### src/rtl/inst_queue_if.sv
// inst_queue_if: IF->queue->ID handshake, flush and occupancy bundle
interface inst_queue_if #(
  parameter int DEPTH = 4,
  parameter int WIDTH = 66
);
  logic                     fs_to_iq_valid;
  logic [WIDTH-1:0]         fs_to_iq_bus;
  logic                     iq_allowin;
  logic                     iq_to_ds_valid;
  logic [WIDTH-1:0]         iq_to_ds_bus;
  logic                     ds_allowin;
  logic                     flush;
  logic [$clog2(DEPTH):0]   iq_count;
  modport master (
    output fs_to_iq_valid, fs_to_iq_bus, ds_allowin, flush,
    input  iq_allowin, iq_to_ds_valid, iq_to_ds_bus, iq_count
  );
  modport slave (
    input  fs_to_iq_valid, fs_to_iq_bus, ds_allowin, flush,
    output iq_allowin, iq_to_ds_valid, iq_to_ds_bus, iq_count
  );
endinterface

### src/rtl/inst_queue.sv
// inst_queue: fetch-to-decode FIFO with flush discard and post-exception drop
module inst_queue #(
  parameter int DEPTH = 4,
  parameter int WIDTH = 66
) (
  input logic         clk_i,
  input logic         reset_i,
  inst_queue_if.slave iq
);
  localparam int AW = $clog2(DEPTH);
  logic [WIDTH-1:0] mem_q [DEPTH];
  logic [AW-1:0]    rptr_q, wptr_q;
  logic [AW:0]      count_q, count_d;
  logic             hold_q;
  logic             push, pop;
  assign iq.iq_allowin     = count_q != (AW+1)'(DEPTH);
  assign iq.iq_to_ds_valid = (count_q != '0) & ~iq.flush;
  assign iq.iq_to_ds_bus   = (count_q != '0) ? mem_q[rptr_q] : '0;
  assign iq.iq_count       = count_q;
  // accepted-but-dropped entries after an exception still consume the IF handshake
  assign push    = iq.fs_to_iq_valid & iq.iq_allowin & ~iq.flush & ~hold_q;
  assign pop     = iq.iq_to_ds_valid & iq.ds_allowin;
  assign count_d = count_q + (AW+1)'(push) - (AW+1)'(pop);
  always_ff @(posedge clk_i) begin
    if (reset_i) begin
      rptr_q  <= '0;
      wptr_q  <= '0;
      count_q <= '0;
      hold_q  <= 1'b0;
      for (int i = 0; i < DEPTH; i++) mem_q[i] <= '0;
    end else if (iq.flush) begin
      rptr_q  <= '0;
      wptr_q  <= '0;
      count_q <= '0;
      hold_q  <= 1'b0;
    end else begin
      if (push) begin
        mem_q[wptr_q] <= iq.fs_to_iq_bus;
        wptr_q        <= wptr_q + AW'(1);
      end
      if (pop) rptr_q <= rptr_q + AW'(1);
      count_q <= count_d;
      hold_q  <= hold_q | (push & iq.fs_to_iq_bus[WIDTH-1]);
    end
  end
endmodule

### src/flat_wrapper.sv
// flat-port wrapper written by rule: the top's interface ports become plain ports
module inst_queue_flat 
#(
  parameter int DEPTH = 4,
  parameter int WIDTH = 66
)
  (clk_i, reset_i, iq_fs_to_iq_valid, iq_fs_to_iq_bus, iq_ds_allowin, iq_flush, iq_iq_allowin, iq_iq_to_ds_valid, iq_iq_to_ds_bus, iq_iq_count);
  inst_queue_if #(.DEPTH(DEPTH), .WIDTH(WIDTH)) iq_i ();
  input logic clk_i;
  input logic reset_i;
  input wire logic [$bits(iq_i.fs_to_iq_valid)-1:0] iq_fs_to_iq_valid;
  input wire logic [$bits(iq_i.fs_to_iq_bus)-1:0] iq_fs_to_iq_bus;
  input wire logic [$bits(iq_i.ds_allowin)-1:0] iq_ds_allowin;
  input wire logic [$bits(iq_i.flush)-1:0] iq_flush;
  output wire logic [$bits(iq_i.iq_allowin)-1:0] iq_iq_allowin;
  output wire logic [$bits(iq_i.iq_to_ds_valid)-1:0] iq_iq_to_ds_valid;
  output wire logic [$bits(iq_i.iq_to_ds_bus)-1:0] iq_iq_to_ds_bus;
  output wire logic [$bits(iq_i.iq_count)-1:0] iq_iq_count;
  assign iq_i.fs_to_iq_valid = iq_fs_to_iq_valid;
  assign iq_i.fs_to_iq_bus = iq_fs_to_iq_bus;
  assign iq_i.ds_allowin = iq_ds_allowin;
  assign iq_i.flush = iq_flush;
  assign iq_iq_allowin = iq_i.iq_allowin;
  assign iq_iq_to_ds_valid = iq_i.iq_to_ds_valid;
  assign iq_iq_to_ds_bus = iq_i.iq_to_ds_bus;
  assign iq_iq_count = iq_i.iq_count;
  inst_queue #(.DEPTH(DEPTH), .WIDTH(WIDTH)) u_core (.clk_i(clk_i), .reset_i(reset_i), .iq(iq_i));
endmodule
### config.mk
export PLATFORM = sky130hd
export DESIGN_NAME = inst_queue_flat
export DESIGN_NICKNAME = d
export VERILOG_FILES = /design/src/rtl/inst_queue_if.sv /design/src/rtl/inst_queue.sv /design/src/flat_wrapper.sv
export SDC_FILE = /design/constraint.sdc
export NUM_CORES = 1
export LEC_CHECK = 0
export CORE_ASPECT_RATIO = 0.7
export CORE_MARGIN = 2
export CORE_UTILIZATION = 60
export CTS_BUF_LIST = sky130_fd_sc_hd__clkbuf_8
export DETAILED_ROUTE_END_ITERATION = 10
export MAX_ROUTING_LAYER = met4
export PLACE_DENSITY = 0.84
export SYNTH_ARGS = -nofsm -noshare
export SYNTH_HDL_FRONTEND = slang
export SYNTH_SLANG_ARGS = --single-unit
### constraint.sdc
create_clock -name clk_i -period 8.6 [get_ports clk_i]
set_clock_uncertainty 0.05 [all_clocks]
set_input_delay 0.86 -clock clk_i [delete_from_list [all_inputs] [get_ports clk_i]]
set_output_delay 0.86 -clock clk_i [all_outputs]
set_load 0.05 [all_outputs]
==> reports/results.ini <==
[global_route]
grt_overflow_total = 0
grt_pass1_wl_um = 40300
grt_max_degree = 79
grt_pass1_vias = 7501
gr-usage-all-layers = 0.248
antenna_found_initial = 0

[logic_synthesis]
post_synth_mux_area_share = 0.121
ys_seq_elements = 274
synthDominantCellAreaShare = 0.637
ys_types = 35
synth_common_cells = edfxtp_1 (264), nor2_1 (188), nor2_2 (80)
yosysWarnings = 0
synth_fp_nets = 913
syn_area_per_cell_um2 = 14.8
synth_edf_count = 264
synthFlopType = edfxtp_1
yosysSeqAreaShare = 0.653
synthCells = 839
yosys.area_share.simple = 0.179
synth_top_family_by_area = simple AND/OR/NAND/NOR gates
synthAdderAreaFrac = 0.00362
synth_xor_area_frac = 0.00281
synth-async-reset-ratio = 0
synth_top_cell_by_area = edfxtp_1
synth_compound_area_frac = 0.00241
yosysMostFrequentCell = edfxtp_1
synth_area_leaders = edfxtp_1 (64%), mux4_2 (12%), nor2_1 (5.7%), nor2_2 (4.0%), nand2b_1 (3.5%)
syn-cell-area_mm2 = 0.0124

[power]
power_density_mw_per_mm2 = 192
pwr-share-clk = 0.349
p_leak_nw = 4.93
p_comb_frac = 0.097
p_seq_frac = 0.554
swShare = 0.239
intPower_mw = 2.13
vdd_ir_drop_max_mv = 0.108
switchingPower_mw = 0.669

[critical_path]
cp.depth = 4
setup.worst_path.end = iq_iq_to_ds_bus[65]
crit_chain = buf_4 > mux4_2 > nor2b_1 > clkdlybuf4s50_1
cpPeakStageDelay_ns = 0.80
rr_startpoint = u_core.iq.iq_count[2]$_SDFF_PP0_
rr_endpoint = u_core.mem_q[1][23]$_SDFFCE_PN0P_
endpoint_kind = primary output
worstRegToRegCells = 4
required_ns = 7.69
critPathSlowestCell = buf_4
arrival_ns = 3.54
cp-start-kind = flip-flop
worstPathMaxFanout = 46
path_class = reg2out
cp_top_family = buffers and inverters
path_buf_inv = 2
r2r_slack_ns = 5.01

[sta]
slew_violations = 0
rsz0062_at_grt = false
fin_hold_ws_ns = 0.527
finalSetupTns_ns = 0
period_minus_slack_ns = 4.45
hold_violations = 0
finalCritPeriodShare = 0.518
slew_headroom = 0.242
fin_ws_ns = 4.15
fmax_mhz = 225
setup_viol = 0
worst_pin_slew_ns = 1.14

[layout]
layout-drive-gt1-share = 0.213
diodes = 0
fin_nets = 1044
layout-area-overhead-vs-synth_pct = 17.1

[clock_tree]
cts_buffers = 41
root_buffer = clkbuf_8
htreeDepth = 2
cts_sinks = 274
insertion_delay_ns = 0.52
hold_buffers = 0
cts_buffer_depth = 3
ctsResizeCount = 0
cts_tree = yes
cts_setup_buffers = 0
clkTransAtPathRegs_ns = 0.06

[place]
hpwl_um = 14000
gp_congestion = 0.773
portBuffers = 141
pre_cts_slack_ns = 4.18

[detailed_routing]
drc = 0
drtIter0Drc = 667
antenna_left = 0
finalWirelength_um = 25900
num_vias = 7160
viasPerCell = 5.61
dr.pass1.iters = 7
wl_per_cell_um = 20.3

[floorplanning]
std_cell_rows = 44
floorplan.initialDensity = 0.606
die_area_mm2 = 0.0219
fp.dieW_um = 176
core-area_mm2 = 0.0205
die_h_um = 125
io_pins = 142

[run]
maxCapViolCount = 0

[run_status]
status = complete, no violations

[hold_path]
min_path_type = reg2reg

-- state kept, by name (all words and copies together), names as in the netlist, named ones only --
register            cells
u_core.hold_q           1
u_core.iq.iq_count      3
u_core.mem_q          264
u_core.rptr_q           2
u_core.wptr_q           2
-- kinds of logic after synthesis --
family                     count (synthesis)
and+or+nand+nor                          423
DFF                                      274
muxes                                     68
buffers and inverters                     63
AOI/OAI and AO/OA                          4
xor gates and xnor gates                   4
adders and majority gates                  3
-- through the flow --
step	total power, mW	cell area [um^2]	cells	utilization
global route	2.88	14600	1277	0.710
global placement	1.84	13800	1203	0.674
CTS	2.81	14600	1277	0.710
floorplan	1.75	12400	839	-
finish	2.80	14600	1277	0.710
detailed placement	1.85	13800	1203	0.674
-- cell usage in the layout (no fill, tap or decap), types with 2 or more instances in the layout --
master           synthesis  routed
clkdlybuf4s50_1          0     140
edfxtp_1               264     264
nand2_1                  2       2
nand4b_4                 2       2
nor2_1                 188     188
mux2i_1                  2       2
nor2b_1                 66      66
or3_1                    2       2
inv_1                    3      17
dfxtp_1                 10       8
buf_4                   10       6
nand2b_1                70      67
ha_1                     2       2
mux4_2                  66      66
clkinv_2                 0       2
nor2_2                  80      80
xnor2_1                  2       2
clkbuf_8                 0      43
nand2b_4                 0       3
clkinv_1                 0      13
nor3_1                   5       5
dfxtp_4                  0       2
xor2_1                   2       2
and2_1                   2       2
-- tightest hold or removal path, delay by kind of cell (launching register included) --
family           cells  cell delay (ns)
flip-flops           1             0.38
multiplexers         1             0.06
AND/OR/NAND/NOR      1             0.09
-- how the worst min path moves through the flow --
stage | from | endpoint | slack (ns) | cells after the start
5_1_grt | u_core.wptr_q[0]$_SDFFE_PP0N_ | u_core.wptr_q[0]$_SDFFE_PP0N_ | 0.56 | 2
2_1_floorplan | u_core.wptr_q[0]$_SDFFE_PP0N_ | u_core.wptr_q[0]$_SDFFE_PP0N_ | 0.47 | 2
3_5_place_dp | u_core.rptr_q[1]$_SDFFE_PP0P_ | flip-flop | 0.52 | 2
6_report | u_core.wptr_q[0]$_SDFFE_PP0N_ | u_core.wptr_q[0]$_SDFFE_PP0N_ | 0.53 | 2
3_3_place_gp | u_core.wptr_q[0]$_SDFFE_PP0N_ | u_core.wptr_q[0]$_SDFFE_PP0N_ | 0.50 | 2
4_1_cts | u_core.wptr_q[0]$_SDFFE_PP0N_ | u_core.wptr_q[0]$_SDFFE_PP0N_ | 0.53 | 2
-- final cells by class --
class	count	area [um^2]
clock buffers	43	592
inverters	4	15.0
fillers	1340	5950
multi-input cells	502	3890
clock inverters	31	149
well taps	276	345
repair buffers	147	1450
flip-flops and latches	274	8140
-- per-layer routing --
metal | up-vias | part of all wire | GRT usage | wire (um)
li1 | 3252 | - | - | -
met1 | 3594 | 0.43 | 0.340 | 11100
met2 | 277 | 0.49 | 0.392 | 12600
met3 | 37 | 0.070 | 0.0409 | 1820
met4 | 0 | 0.015 | 0.0705 | 378
met5 | - | 0 | - | 0
-- power by group through the flow --
stage / Combinational [mW] / Clock (mW) / Sequential, mW
CTS: 0.274 / 0.984 / 1.55
floorplan: 0.176 / 0 / 1.57
global route: 0.289 / 1.04 / 1.55
global placement: 0.268 / 0 / 1.57
detailed placement: 0.272 / 0 / 1.58
finish: 0.271 / 0.976 / 1.55
Power figures use the tool's default switching activity.
